[config.mk]
export PLATFORM = sky130hd
export DESIGN_NAME = rs_frame_feeder_flat
export DESIGN_NICKNAME = d
export VERILOG_FILES = /design/src/rtl/rs_frame_feeder_if.sv /design/src/rtl/rs_frame_feeder.sv /design/src/flat_wrapper.sv
export SDC_FILE = /design/constraint.sdc
export NUM_CORES = 1
export LEC_CHECK = 0
export BUFFER_PORTS_ARGS = -buffer_cell sky130_fd_sc_hd__buf_2
export CAP_MARGIN = 20
export CELL_PAD_IN_SITES_DETAIL_PLACEMENT = 1
export CELL_PAD_IN_SITES_GLOBAL_PLACEMENT = 2
export CORE_MARGIN = 2
export CORE_UTILIZATION = 47
export DETAILED_ROUTE_END_ITERATION = 8
export HOLD_SLACK_MARGIN = 0.03
export PLACE_DENSITY = 0.8
export SETUP_SLACK_MARGIN = 0.15
export SYNTH_ARGS = -nofsm -noshare
export SYNTH_HDL_FRONTEND = slang
export SYNTH_SLANG_ARGS = --single-unit
[constraint.sdc]
create_clock -name clk -period 3.48 [get_ports clk]
set_clock_uncertainty 0.15 [all_clocks]
set_input_delay 0.696 -clock clk [delete_from_list [all_inputs] [get_ports clk]]
set_output_delay 0.696 -clock clk [all_outputs]
set_load 0.03 [all_outputs]
[src/rtl/rs_frame_feeder_if.sv]
// rs_frame_feeder_if: symbol bus joining the UART receiver, the frame feeder and the RS encoder.
interface rs_frame_feeder_if #(parameter int DATA_W = 8);
  logic [DATA_W-1:0] rx_data;
  logic              rx_valid;
  logic              enc_ready;
  logic              enc_done;
  logic              ce_out;
  logic [DATA_W-1:0] enc_data;
  logic              enc_sof;
  logic              enc_eof;
  modport master (
    output rx_data, rx_valid, enc_ready, enc_done,
    input  ce_out, enc_data, enc_sof, enc_eof
  );
  modport slave (
    input  rx_data, rx_valid, enc_ready, enc_done,
    output ce_out, enc_data, enc_sof, enc_eof
  );
endinterface

[src/rtl/rs_frame_feeder.sv]
// rs_frame_feeder: buffers received symbols and issues full messages to the RS encoder with gap and backpressure.
module rs_frame_feeder #(
  parameter int DATA_W    = 8,
  parameter int MSG_LEN   = 16,
  parameter int DEPTH     = 32,
  parameter int GAP       = 0,
  parameter int WAIT_DONE = 1
) (
  input  logic                       clk,
  input  logic                       reset,
  rs_frame_feeder_if.slave           bus,
  output logic                       busy,
  output logic                       overflow,
  output logic [$clog2(DEPTH+1)-1:0] fifo_count
);
  localparam int AW = $clog2(DEPTH);
  localparam int CW = $clog2(DEPTH + 1);
  localparam int IW = $clog2(MSG_LEN);
  typedef enum logic [1:0] {IDLE, SEND, WAIT_DN} state_t;
  state_t            state_q, state_d;
  logic [DATA_W-1:0] mem_q [DEPTH];
  logic [AW-1:0]     wr_q, wr_d, rd_q, rd_d;
  logic [CW-1:0]     cnt_q, cnt_d;
  logic [IW-1:0]     idx_q, idx_d;
  logic [7:0]        gap_q, gap_d;
  logic              ovf_q, ovf_d, ce_q, ce_d, sof_q, sof_d, eof_q, eof_d;
  logic [DATA_W-1:0] data_q, data_d;
  logic              push, issue, last;
  always_comb begin
    push    = bus.rx_valid && cnt_q < CW'(DEPTH);
    issue   = state_q == SEND && gap_q == '0 && bus.enc_ready;
    last    = idx_q == IW'(MSG_LEN - 1);
    wr_d    = push ? wr_q + 1'b1 : wr_q;
    rd_d    = issue ? rd_q + 1'b1 : rd_q;
    cnt_d   = cnt_q + CW'(push) - CW'(issue);
    ovf_d   = ovf_q | (bus.rx_valid & ~push);
    ce_d    = issue;
    sof_d   = issue && idx_q == '0;
    eof_d   = issue && last;
    data_d  = issue ? mem_q[rd_q] : data_q;
    state_d = state_q;
    idx_d   = idx_q;
    gap_d   = gap_q;
    if (state_q == IDLE && cnt_q >= CW'(MSG_LEN)) begin
      state_d = SEND;
      idx_d   = '0;
      gap_d   = '0;
    end
    // the gap counter runs down even while the encoder is stalling us
    if (state_q == SEND) begin
      gap_d = issue ? 8'(GAP) : gap_q - 8'(gap_q != '0);
      idx_d = issue ? idx_q + 1'b1 : idx_q;
      if (issue && last) state_d = WAIT_DONE != 0 ? WAIT_DN : IDLE;
    end
    if (state_q == WAIT_DN && bus.enc_done) state_d = IDLE;
  end
  always_ff @(posedge clk) begin
    if (reset) begin
      state_q <= IDLE;
      wr_q    <= '0;
      rd_q    <= '0;
      cnt_q   <= '0;
      idx_q   <= '0;
      gap_q   <= '0;
      ovf_q   <= 1'b0;
      ce_q    <= 1'b0;
      sof_q   <= 1'b0;
      eof_q   <= 1'b0;
      data_q  <= '0;
    end else begin
      state_q <= state_d;
      wr_q    <= wr_d;
      rd_q    <= rd_d;
      cnt_q   <= cnt_d;
      idx_q   <= idx_d;
      gap_q   <= gap_d;
      ovf_q   <= ovf_d;
      ce_q    <= ce_d;
      sof_q   <= sof_d;
      eof_q   <= eof_d;
      data_q  <= data_d;
    end
  end
  // storage needs no reset: emptiness is carried by the pointers and count
  always_ff @(posedge clk) begin
    if (push) mem_q[wr_q] <= bus.rx_data;
  end
  assign bus.ce_out   = ce_q;
  assign bus.enc_data = data_q;
  assign bus.enc_sof  = sof_q;
  assign bus.enc_eof  = eof_q;
  assign busy         = state_q != IDLE;
  assign overflow     = ovf_q;
  assign fifo_count   = cnt_q;
endmodule
[src/flat_wrapper.sv]
// flat-port wrapper written by rule: the top's interface ports become plain ports
module rs_frame_feeder_flat 
#(
  parameter int DATA_W    = 8,
  parameter int MSG_LEN   = 16,
  parameter int DEPTH     = 32,
  parameter int GAP       = 0,
  parameter int WAIT_DONE = 1
)
  (clk, reset, busy, overflow, fifo_count, bus_rx_data, bus_rx_valid, bus_enc_ready, bus_enc_done, bus_ce_out, bus_enc_data, bus_enc_sof, bus_enc_eof);
  rs_frame_feeder_if #(.DATA_W(DATA_W)) bus_i ();
  input  logic clk;
  input  logic reset;
  output logic busy;
  output logic overflow;
  output logic [$clog2(DEPTH+1)-1:0] fifo_count;
  input wire logic [$bits(bus_i.rx_data)-1:0] bus_rx_data;
  input wire logic [$bits(bus_i.rx_valid)-1:0] bus_rx_valid;
  input wire logic [$bits(bus_i.enc_ready)-1:0] bus_enc_ready;
  input wire logic [$bits(bus_i.enc_done)-1:0] bus_enc_done;
  output wire logic [$bits(bus_i.ce_out)-1:0] bus_ce_out;
  output wire logic [$bits(bus_i.enc_data)-1:0] bus_enc_data;
  output wire logic [$bits(bus_i.enc_sof)-1:0] bus_enc_sof;
  output wire logic [$bits(bus_i.enc_eof)-1:0] bus_enc_eof;
  assign bus_i.rx_data = bus_rx_data;
  assign bus_i.rx_valid = bus_rx_valid;
  assign bus_i.enc_ready = bus_enc_ready;
  assign bus_i.enc_done = bus_enc_done;
  assign bus_ce_out = bus_i.ce_out;
  assign bus_enc_data = bus_i.enc_data;
  assign bus_enc_sof = bus_i.enc_sof;
  assign bus_enc_eof = bus_i.enc_eof;
  rs_frame_feeder #(.DATA_W(DATA_W), .MSG_LEN(MSG_LEN), .DEPTH(DEPTH), .GAP(GAP), .WAIT_DONE(WAIT_DONE)) u_core (.clk(clk), .reset(reset), .bus(bus_i), .busy(busy), .overflow(overflow), .fifo_count(fifo_count));
endmodule
==> results of run 1 <==
[critical path: stages, from the launching register on]
cell      delay [ns]
dfxtp_1         0.35
nor4_1          0.52
nand4_2         0.19
inv_2           0.09
ha_1            0.14
inv_1           0.07
ha_1            0.28
a21o_1          0.16
a21oi_1         0.23
o21bai_1        0.10
a21oi_1         0.16
mux2_2          0.34
[metrics by stage]
step	hold slack, ns	util, %
detailed placement	0.325	49.7
floorplan	0.308	-
CTS	0.244	53.9
global placement	0.302	49.7
global route	0.272	53.9
finish	0.253	53.9
[cell families after synthesis]
kind of cell | count (synthesis) | share of synthesized area [%]
muxes | 92 | 12.9
DFF | 298 | 72.0
AOI/OAI and AO/OA | 84 | 4.93
buffers and inverters | 54 | 2.16
and+or+nand+nor | 130 | 5.18
adders and majority gates | 17 | 1.86
xor gates and xnor gates | 13 | 0.962
[synth_stat cells, types with 4 or more instances]
cell      instances  area [µm²]
a211oi_1          7        52.6
a21oi_1          21         105
a22oi_1           9        67.6
a311oi_1          6        52.6
a32o_1            8        80.1
buf_2             9        45.0
buf_4             7        52.6
clkbuf_1         15        56.3
dfxtp_1          42         841
edfxtp_1        256        7690
ha_1             16         200
inv_1            18        67.6
mux2i_1          42         420
mux4_2           48        1080
nand2_1          21        78.8
nand3_1           4        20.0
nand4_1           5        31.3
nor2_1           64         240
nor2b_1           7        43.8
nor3_1            9        45.0
o21ai_0           9        45.0
o221ai_1          8        70.1
o22ai_1           7        43.8
xnor2_1           4        35.0
xor2_1            9        78.8
[power by group]
| group | internal, W | switching [W] | leakage, nW |
|---|---|---|---|
| clock network | 0.00202 | 0.00137 | 0.499 |
| registers | 0.00398 | 0.0000601 | 2.65 |
| logic | 0.000439 | 0.000685 | 1.21 |
| total | 0.00644 | 0.00212 | 4.36 |
[per-layer routing]
metal	vias up	share of wire [%]
met5	-	0
met4	0	2.5
met3	44	4.9
met2	193	50
met1	3292	43
li1	2807	-
[layout make-up]
cell class,count,area (µm²),area share [%]
Clock inverter,23,284,2.11
Inverter,19,71.3,0.530
Clock buffer,31,754,5.61
Multi-Input combinational cell,336,3050,22.7
Tap cell,330,413,3.07
Timing Repair Buffer,55,348,2.58
Sequential cell,298,8530,63.4
[state kept, by name, summed over array words and instances (netlist names)]
name,flops
u_core.mem_q,256
u_core.bus.enc_data,8
u_core.gap_q,8
u_core.fifo_count,6
u_core.rd_q,5
u_core.wr_q,5
u_core.idx_q,4
u_core.state_q,2
u_core.bus.ce_out,1
u_core.bus.enc_eof,1
u_core.bus.enc_sof,1
u_core.overflow,1
[how the worst max path moves through the flow]
stage | depth (start not counted) | end | slack, ns
floorplan | 12 | u_core.fifo_count[5] | 0.62
global route | 11 | u_core.fifo_count[5] | 0.34
CTS | 11 | u_core.fifo_count[5] | 0.55
detailed placement | 4 | u_core.mem_q[1][1] | 0.61
global placement | 11 | u_core.fifo_count[5] | 0.67
finish | 11 | u_core.fifo_count[5] | 0.58
==> out/results.txt, run 1 <==
PwrDens: 636 mW/mm²
Routed WL: 28.1 mm
n_diodes: 0
met3 Track Usage GR: 3.23%
Post-CTS Setup Bufs: 0
Hold Crit Class: in2reg
Initial Utilization: 47.4%
DR DRC count: 0
Yosys warnings: 0
Skew-Pair Late Insertion Delay: 0.56 ns
most frequent cells in the layout: edfxtp_1, nor2_1, mux4_2, mux2i_1, dfxtp_1
WP data arrival: 3.18 ns
FP Rows: 58
Post-Syn Instances: 688
Clock transition at path regs: 0.07 ns
Max Root-Sink Buffers: 3
GRT Max-Usage Layer: met2
Synth Area per Inst: 17.2 µm²
met1 Use GR: 30.6%
Die W: 163 µm
Critical Path End Type: flip-flop
initial antenna violation count: 1
post-synthesis sequential area ratio: 72.0%
Die Span Y: 163 µm
Worst Hold Path EP: u_core.overflow
worst reg2reg path depth: 11
share of cells above drive strength 1: 21.7%
number of buffers created by CTS: 30
global-route wire length before repair: 43.1 mm
I/O Pins: 32
# fillers: 2,324
CP startpoint: u_core.gap_q[5]
Die ar.: 0.0265 mm²
drt first pass iters: 5
min Tclk post-route: 2.90 ns
CTS tree: yes
fin crit share: 83.2%
Hold Startpoint: bus_rx_valid
pre-CTS setup slack: 0.607 ns
RSZ-0062 raised after global routing: no
H-tree lvl count: 1
largest net degree at the start of global routing: 61
final non-filler cell total: 1,092
clk sink count: 298
status: completed
Critical Path Source Type: flip-flop
Max IR drop VDD: 0.000419 V
setup TNS: 0 ns
WP data required: 3.77 ns
total global-route track usage: 22.1%
total power: 0.00856 W
GR Util met2: 36.4%
total congestion overflow: 0
Slew @ Worst Pin: 0.785 ns
synthesized area: 0.0118 mm²
relative slew slack: 47.5%
most common cell after layout, fill and taps aside: edfxtp_1
# hold bufs at CTS: 0
Placed Area: 0.0124 mm²
core area: 0.0250 mm²
via count of the first global-routing pass: 6,859
final design area excluding fillers: 0.0135 mm²
Hold Vio Cnt, Final: 0
Post-Place Cells: 1,038
asr flop ratio synth: 0%
Netlist cell types: 47
Hold Path Stages: 3
PortBufs: 31
Setup WS post-layout: 0.584 ns
post-detail-place hpwl: 17.7 mm
MaxCap Viol Count: 0
post-DR wirelength/cell: 25.7 µm
post-synthesis register bit count: 298
vias per cell: 5.80
Reg2Reg Setup Slack: 0.58 ns
initial drt markers: 428
Final Wtd Congestion: 0.817
CTS root buffer: clkbuf_16
ys flop type: edfxtp_1
nets@finish: 770
Synth Net Count: 718
CP max FO: 5
number of synthesized flops with an enable pin: 256
RR Startpoint: u_core.gap_q[5]
area grow syn2layout: 13.7%
final slew viol count: 0
Leak: 4.36 nW
PostCTS Resize Cnt: 0
WS Path Type: reg2reg
worst flop-to-flop path endpoint: u_core.fifo_count[5]
Final setup viols: 0
via count: 6,336
Routed Antenna Nets: 0
Max Clock Freq: 0.345 GHz
(Power assumes the default switching activity.)
==> inputs of run 2 (changes only) <==
ABC_AREA = 1   (was unset)
CORE_UTILIZATION = 41   (was 47)
clock period = 2.9 ns   (was 3.48 ns; I/O delays follow)
==> out/results.txt, run 2 <==
status: completed
I/O Pins: 32
drt first pass iters: 5
kind of cell adding the most delay to the critical path: simple AND/OR/NAND/NOR gates
initial antenna violation count: 0
via count: 8,904
nets@finish: 1,361
WS Path Type: reg2reg
synthesized area: 0.0129 mm²
Hold Startpoint: bus_rx_valid
post-detail-place hpwl: 21.3 mm
Max Clock Freq: 0.389 GHz
Critical Path Source Type: flip-flop
most common cell in the netlist: nand2_1
crit-path cells: nor2_4 -> nand2_2 -> nor3_4 -> nand3_4 -> clkinv_4 -> ha_1 -> inv_1 -> ha_4 -> fa_2 -> nand2_2 -> inv_1 -> or2_2 -> a21oi_2 -> o21ai_1 -> a21oi_1
footprint of the multi-input gates: 0.00355 mm²
Yosys warnings: 0
Gate power share: 23.7%
Hold Crit Class: in2reg
Routed WL: 34.2 mm
# fillers: 3,390
CP max FO: 3
Synth Area per Inst: 10.1 µm²
top cell type's share of synthesized area: 59.5%
post-synthesis sequential area ratio: 66.0%
global-route wire length before repair: 53.6 mm
Reg power frac: 41.5%
Skew-Pair Late Insertion Delay: 0.51 ns
Leak: 5.88 nW
Synth Net Count: 1,306
Final Wtd Congestion: 0.774
H-tree lvl count: 2
setup TNS: 0 ns
Netlist cell types: 34
WP data arrival: 2.87 ns
Routed Antenna Nets: 0
MaxCap Viol Count: 0
RSZ-0062 raised after global routing: no
CTS root buffer: clkbuf_16
Slew @ Worst Pin: 0.834 ns
relative slew slack: 44.4%
Initial Utilization: 41.9%
DR DRC count: 0
WP data required: 3.20 ns
ys flop type: edfxtp_1
Die Span Y: 181 µm
area leader, netlist: edfxtp_1
clk sink count: 298
RR Startpoint: u_core.gap_q[3]
max reg flops: 256
fin crit share: 88.7%
final design area excluding fillers: 0.0148 mm²
Net Switching: 0.00374 W
largest net degree at the start of global routing: 139
clock network fraction of total power: 34.8%
sequential standard cell area: 0.00854 mm²
Post-Place Cells: 1,688
Worst Path Buf+Inv: 3
Clock transition at path regs: 0.05 ns
Die W: 181 µm
area grow syn2layout: 14.3%
core area: 0.0308 mm²
final non-filler cell total: 1,753
Synth area leaders: edfxtp_1, nand2_1, dfxtp_1, nand3_1, inv_1
Max Root-Sink Buffers: 3
CTS tree: yes
largest stage delay on the critical path: 0.37 ns
Die ar.: 0.0329 mm²
Placed Area: 0.0136 mm²
CP startpoint: u_core.gap_q[3]
hold_ws: 0.207 ns
Final setup viols: 0
number of synthesized flops with an enable pin: 256
asr flop ratio synth: 0%
number of buffers created by CTS: 36
PwrDens: 802 mW/mm²
Hold Vio Cnt, Final: 0
PortBufs: 31
share of cells above drive strength 1: 11.9%
net switching fraction of the power: 31.6%
Critical-path top delay cell: fa_2
Post-Syn Instances: 1,276
most frequent cells in the layout: nand2_1, edfxtp_1, nand3_1, inv_1, nor2_1
total global-route track usage: 21.2%
most common cell after layout, fill and taps aside: nand2_1
most instantiated cells after synthesis: nand2_1, edfxtp_1, nand3_1, inv_1, nor2_1
post-DR wirelength/cell: 19.5 µm
min Tclk post-route: 2.57 ns
cell-internal power: 0.00810 W
final slew viol count: 0
initial drt markers: 549
register with the most flip-flops: u_core.mem_q
Max IR drop VDD: 0.000534 V
Critical Path End Type: flip-flop
via count of the first global-routing pass: 9,266
FP Rows: 64
n_diodes: 0
vias per cell: 5.08
total congestion overflow: 0
post-synthesis register bit count: 298
-- run 2: worst paths after layout --
| path | endpoint | slack [ns] | cells past startpoint |
|---|---|---|---|
| hold / removal | u_core.overflow | 0.21 | 3 |
| setup / recovery | u_core.fifo_count[4] | 0.33 | 15 |
| setup reg to reg | u_core.fifo_count[4] | 0.33 | 15 |
| hold reg to reg | u_core.overflow | 0.32 | 2 |
-- run 2: cells by family after synthesis --
group,synth area share (%)
compound gates,3.10
buf+inv,6.68
fa+ha+maj,1.70
xor+xnor,0.339
flops,66.0
simple gates,22.1
-- run 2: power by group through the flow --
stage,registers [W],clock network [W],logic [W]
floorplan,0.00510,0,0.00178
global placement,0.00499,0,0.00272
detailed placement,0.00499,0,0.00277
CTS,0.00491,0.00421,0.00279
global route,0.00493,0.00438,0.00317
finish,0.00491,0.00412,0.00281
-- run 2: metal layers --
layer  up-vias  GRT usage, %  part of all wire (%)
li1       4305             -                     -
met1      4357          30.0                    47
met2       194          34.8                    47
met3        48          2.63                   4.0
met4         0          5.53                   2.2
met5         -             0                     0
-- run 2: metrics by stage --
stage	util (%)	total power [W]	worst slack (ns)
detailed placement	44.2	0.00777	0.119
floorplan	-	0.00688	0.201
CTS	47.7	0.0119	0.235
global route	47.9	0.0125	0.145
global placement	44.2	0.00771	0.119
finish	47.9	0.0118	0.326
-- run 2: worst reg2reg max path, stage by stage (launching register included) --
cell and delay, ns:
dfxtp_4 0.35, nor2_4 0.12, nand2_2 0.08, nor3_4 0.22
nand3_4 0.11, clkinv_4 0.06, ha_1 0.11, inv_1 0.06
ha_4 0.16, fa_2 0.37, nand2_2 0.06, inv_1 0.04
or2_2 0.27, a21oi_2 0.15, o21ai_1 0.07, a21oi_1 0.13
-- run 2: area by class of cell --
cell class / instances / area share, %
tap: 396 / 3.36
multi-input combinational: 770 / 24.1
timing repair buffer: 72 / 3.48
clock buffer: 46 / 6.50
clock inverter: 18 / 0.780
sequential: 298 / 57.9
inverter: 153 / 3.93
-- run 2: timing repair --
action,CTS,global route
resized for setup,0,13
setup buffers,0,1
hold buffers,0,0
setup endpoints to repair,0,1
